File: config.mk
export PLATFORM = sky130hd
export DESIGN_NAME = operand_issue_stage
export DESIGN_NICKNAME = d
export VERILOG_FILES = /design/src/rtl/operand_issue_stage.sv
export SDC_FILE = /design/constraint.sdc
export NUM_CORES = 2
export LEC_CHECK = 0
export CORE_MARGIN = 4
export CORE_UTILIZATION = 35
export DETAILED_ROUTE_END_ITERATION = 8
export PLACE_DENSITY = 0.57
export SYNTH_ARGS = -nofsm -noshare
export SYNTH_HDL_FRONTEND = slang
export SYNTH_SLANG_ARGS = --single-unit
File: constraint.sdc
create_clock -name clk -period 3.4 [get_ports clk]
set_clock_uncertainty 0.05 [all_clocks]
set_input_delay 0.51 -clock clk [delete_from_list [all_inputs] [get_ports clk]]
set_output_delay 0.51 -clock clk [all_outputs]
set_load 0.03 [all_outputs]
File: src/rtl/operand_issue_stage.sv
// Decode/operand-issue stage: splits MIPS fields, reads rs/rt and feeds the ALU through a 2-entry skid buffer.
// Optional: define WB_BYPASS_EN to forward a same-cycle writeback into the captured operands.
module operand_issue_stage #(
    parameter int DATA_W    = 32,
    parameter int REG_COUNT = 32
) (
    input  logic              clk,
    input  logic              rst_n,
    input  logic              instr_valid,
    input  logic [31:0]       instr,
    output logic              instr_ready,
    input  logic              wb_en,
    input  logic [4:0]        wb_addr,
    input  logic [DATA_W-1:0] wb_data,
    output logic              alu_valid,
    input  logic              alu_ready,
    output logic [5:0]        opcode,
    output logic [DATA_W-1:0] rs_content,
    output logic [DATA_W-1:0] rt_content,
    output logic [4:0]        shamt,
    output logic [5:0]        ALU_control,
    output logic [15:0]       immediate,
    output logic [4:0]        dest_addr
);

    localparam int AW = $clog2(REG_COUNT);

    typedef enum logic [1:0] {EMPTY, ONE, TWO} state_t;

    typedef struct packed {
        logic [5:0]        opcode;
        logic [DATA_W-1:0] rs_val;
        logic [DATA_W-1:0] rt_val;
        logic [4:0]        shamt;
        logic [5:0]        alu_ctrl;
        logic [15:0]       imm;
        logic [4:0]        dest;
    } entry_t;

    state_t            state, state_next;
    entry_t            head, skid, new_entry;
    logic [DATA_W-1:0] regs [REG_COUNT];
    logic              ready_en;
    logic              accept, pop;
    logic              load_head_new, load_skid, shift_skid;

    logic [5:0] f_op;
    logic [4:0] f_rs, f_rt, f_rd, f_shamt;
    logic [5:0] f_funct;

    assign f_op    = instr[31:26];
    assign f_rs    = instr[25:21];
    assign f_rt    = instr[20:16];
    assign f_rd    = instr[15:11];
    assign f_shamt = instr[10:6];
    assign f_funct = instr[5:0];

    // ready_en keeps the stage closed while reset is held and opens it on the first edge after release.
    assign instr_ready = ready_en && (state != TWO);
    assign alu_valid   = (state != EMPTY);
    assign accept      = instr_valid && instr_ready;
    assign pop         = alu_valid && alu_ready;

    always_comb begin
        // NOTE: every always_comb output gets a default first so no path leaves it unassigned (no latch).
        new_entry          = '0;
        new_entry.opcode   = f_op;
        new_entry.shamt    = f_shamt;
        new_entry.imm      = instr[15:0];
        new_entry.alu_ctrl = (f_op == 6'd0) ? f_funct : 6'd0;
        new_entry.dest     = (f_op == 6'd0) ? f_rd : f_rt;
        if (f_rs != 5'd0) new_entry.rs_val = regs[f_rs[AW-1:0]];
        if (f_rt != 5'd0) new_entry.rt_val = regs[f_rt[AW-1:0]];
`ifdef WB_BYPASS_EN
        if (wb_en && (wb_addr == f_rs) && (f_rs != 5'd0)) new_entry.rs_val = wb_data;
        if (wb_en && (wb_addr == f_rt) && (f_rt != 5'd0)) new_entry.rt_val = wb_data;
`endif
    end

    always_comb begin
        state_next    = state;
        load_head_new = 1'b0;
        load_skid     = 1'b0;
        shift_skid    = 1'b0;
        case (state)
            EMPTY: if (accept) begin
                state_next    = ONE;
                load_head_new = 1'b1;
            end
            ONE: begin
                if (accept && !pop) begin
                    state_next = TWO;
                    load_skid  = 1'b1;
                end else if (pop && !accept) begin
                    state_next = EMPTY;
                end else if (accept && pop) begin
                    load_head_new = 1'b1;
                end
            end
            TWO: if (pop) begin
                state_next = ONE;
                shift_skid = 1'b1;
            end
            default: state_next = EMPTY;
        endcase
    end

    // NOTE: sequential state uses non-blocking (<=) so every flop samples pre-edge values.
    always_ff @(posedge clk or negedge rst_n) begin
        if (!rst_n) begin
            state    <= EMPTY;
            ready_en <= 1'b0;
            head     <= '0;
            skid     <= '0;
        end else begin
            state    <= state_next;
            ready_en <= 1'b1;
            if (load_head_new)   head <= new_entry;
            else if (shift_skid) head <= skid;
            if (load_skid)       skid <= new_entry;
        end
    end

    // NOTE: the register file is reset explicitly because reset must clear architectural state.
    always_ff @(posedge clk or negedge rst_n) begin
        if (!rst_n) begin
            for (int i = 0; i < REG_COUNT; i++) regs[i] <= '0;
        end else if (wb_en && (wb_addr != 5'd0)) begin
            regs[wb_addr[AW-1:0]] <= wb_data;
        end
    end

    assign opcode      = head.opcode;
    assign rs_content  = head.rs_val;
    assign rt_content  = head.rt_val;
    assign shamt       = head.shamt;
    assign ALU_control = head.alu_ctrl;
    assign immediate   = head.imm;
    assign dest_addr   = head.dest;

endmodule

==> results.md <==
* Ports at approximately 180
* TritonRoute pass-1 iters at 5
* R2R Setup Slk at about 0.57 ns
* GRT overflow at 0
* Chip Height at between 400 and 500 um
* Overall Power at slightly below 50,000 uW
* Netlist cell types at 46
* Post-Synthesis Cell Area at about 64,000 um^2
* Status: finished, final reports clean
* Critical Path End Type: output port
* Initial antenna violation count at 29
* Largest net degree at the start of global routing at around 120
* Routed Antenna Nets at 0
* Initial DRC count at about 4.3k
* Finished Layout Cells at 7,507
* Detailed-route wire length at roughly 240 mm
* CTS buffer count at 140
* CP Launch Type: flip-flop
* Total GRT Usage at approximately a quarter
* H-tree depth at 4
* R2R Path End: skid[75]$_DFFE_PN0P_
* Clock Latency Late Sink at between 0.7 and 0.8 ns
* CP Depth at 1
* Synth Instances at around 5k
* Fillers at approximately 17k
* Routability Congestion at ~0.82
* Final HPWL DP at 139 mm
* DRC at 0
* Starting Density at between 30% and 40%
* Fin crit period at slightly below 3 ns
* Seq/Total Area, Yosys at a little under half
* Slew of the pin with the lowest slew margin at between 1 and 1.5 ns
* Vias in the first global route at between 40k and 50k
* Tcrit/Tclk final at 86.2%
* Setup CP Type: reg2out
* Reg2Reg Depth at 9
* Top FF cell, synth: dfrtp_1
* Max stage delay on crit path at roughly 0.80 ns
* Pleak at approximately 0.034 uW
* CP startpoint: rt_content[3]$_DFFE_PN0P_
* Maximum clock frequency at 341 MHz
* CP delay by family, top: buffers and inverters
* End of the critical path: rt_content[3]
* Mean Syn Cell Area at 12.7 um^2
* Wire per inst at 31.6 um
* Worst path slowest cell: clkdlybuf4s50_1
* Synth Register Bits at between 1k and 1.5k
* PD cells at about 660 nW/um^2
* Post-synthesis to final-layout area growth at 15.4%
* Crit path arrival time at ~2.4 ns
* Max Cap Viol at 0
* Final Hold Fails at 0
* Final Max Slew Viols at 0
* RSZ-0062 raised after global routing: false
* Clock Path Buffers at 3
* Highest metal used: met5
* Die W at ~430 um
* Clk slew on worst S/H paths at ~0.060 ns
* Critical Path RT at approximately 2.8 ns
* Root Buffer: clkbuf_16
* Via count at approximately 45k
* DR WL met3 at between 15 and 20 mm
* Port bufs at approximately 180
* Setup tns final at 0 ns
* Synth Warn # at 0
* Met1 Routed Length at slightly above 100 mm
* Post-CTS Setup Repair Bufs at 0
* Hold Path Class: in2async
* Met2 routed WL at 111 mm
* CP max FO at 2
* Vias per Instance at about 6.0
* FF-to-FF Start: state[1]$_DFFE_PN0P_
* CP Cell Sequence: clkdlybuf4s50_1
* Clock sink count at roughly 1.2k
* Placed insts at between 7k and 8k
* Global-route wire length before repair at between 300 and 400 mm
* Share of cells above drive strength 1 at between 30 and 40%
* CTS tree: built
* Mapped Nets at slightly above 5k
* Ys async rst share at between 90% and 100%
* IR drop worst, VDD at ~480 uV
* Post-layout net count at around 5k
* Post-synth EDFFs at 0
* Slew headroom at 12.1%
* Cts repair resizes at 0
* Setup violators final at 0
* Placeable Area at roughly 180,000 um^2
* Die ar. at roughly 190,000 um^2
* Rows at 156
* Crit path buffers/inverters at 1
-- power breakdown --
| group | internal [uW] | switching (uW) |
|---|---|---|
| Clock | 8980 | 6430 |
| Combinational | 5730 | 6170 |
| Sequential | 18000 | 3110 |
-- repair_timing --
item                       in CTS  in global routing
hold endpoints to repair      515                  0
setup endpoints to repair       0                  0
hold buffers                    1                  0
-- metrics by stage --
stage / utilization [%] / hold slack [ns] / worst slack [ns] / instance area, um^2
after CTS: 40.6 / 0.136 / 0.400 / 73500
after global placement: 38.1 / 0.327 / 0.287 / 68900
after detailed placement: 38.1 / 0.334 / 0.322 / 68900
after global routing: 40.7 / 0.169 / 0.407 / 73600
after floorplan: - / 0.164 / 0.904 / 63700
final: 40.7 / 0.169 / 0.470 / 73600
-- registers in the layout, summed over array words and instances (netlist names), 2 cells and up --
name         flops
ALU_control      6
dest_addr        5
immediate       12
opcode           6
regs          1024
rs_content      32
rt_content      32
shamt            4
skid            97
state            2
-- worst min path at each step --
stage          depth (start not counted)              startpoint                    endpoint
3_3_place_gp                           0  regs[1022]$_DFFE_PN0P_      regs[1022]$_DFFE_PN0P_
6_report                               2                   rst_n       regs[596]$_DFFE_PN0P_
2_1_floorplan                          0                   rst_n  ALU_control[0]$_DFFE_PN0P_
4_1_cts                                2                   rst_n       regs[412]$_DFFE_PN0P_
5_1_grt                                2                   rst_n       regs[596]$_DFFE_PN0P_
3_5_place_dp                           0   regs[998]$_DFFE_PN0P_       regs[998]$_DFFE_PN0P_
-- layout by cell type, fill, tap and decap left out, types with 107 or more instances in the layout --
master,count
dfrtp_1,1221
mux4_2,128
clkdlybuf4s50_1,170
mux2i_1,846
nand2_1,298
a22oi_1,314
mux2_2,992
a21oi_1,193
buf_4,107
clkbuf_16,143
-- cell type report --
cell class	instances	area (um^2)	share of cell area, %
multi-input combinational	3270	30800	41.9
timing repair buffer	383	4590	6.24
sequential	1221	30600	41.5
tap	2370	2970	4.03
antenna	10	25.0	0.0340
clock buffer	211	4130	5.62
clock inverter	41	504	0.685
inverter	1	3.75	0.00510
-- cells by family (layout without fill, tap and decap cells) --
kind of cell / count (synthesis) / in the layout / share of synthesized area [%]
buf+inv: 524 / 636 / 4.21
simple gates: 475 / 475 / 3.40
flops: 1221 / 1221 / 47.9
other cells: 1 / 11 / 0.00588
fa+ha+maj: 2 / 2 / 0.0393
compound gates: 826 / 826 / 9.08
mux: 1966 / 1966 / 35.3
-- synthesized netlist by cell type (2+ instances only) --
cell	count	area share, %
a22oi_1	314	3.7
o21ai_1	9	0.071
and2_1	5	0.049
and3b_1	2	0.027
o21ai_0	23	0.18
o22ai_1	19	0.19
or2_2	3	0.029
a211oi_1	9	0.11
buf_1	71	0.42
nand2_1	315	1.9
a22o_1	55	0.76
buf_2	76	0.60
a21oi_1	194	1.5
a21o_1	2	0.024
and3_1	53	0.52
nor3_1	3	0.024
mux4_2	128	4.5
buf_6	54	0.95
a221oi_1	37	0.51
nor2b_1	15	0.15
nand2b_1	6	0.059
ha_1	2	0.039
nor2_1	23	0.14
dfrtp_1	1221	48
clkbuf_1	268	1.6
or4_1	28	0.33
o21bai_1	28	0.33
clkbuf_4	3	0.035
nor3b_1	4	0.047
a211o_1	37	0.51
o31a_1	9	0.12
nand3_1	9	0.071
buf_4	50	0.59
o31ai_1	74	0.87
mux2_2	992	18
mux2i_1	846	13
a31oi_1	6	0.059
nand3b_1	6	0.071
o2bb2ai_1	9	0.12
-- routing by layer --
metal  track usage [%]  up-vias
met1              33.0    24000
met4              10.1        2
li1                  -    18700
met3              4.15      433
met5                 0        -
met2              39.2     1762
Note: power is estimated with default switching activity, not from simulation.
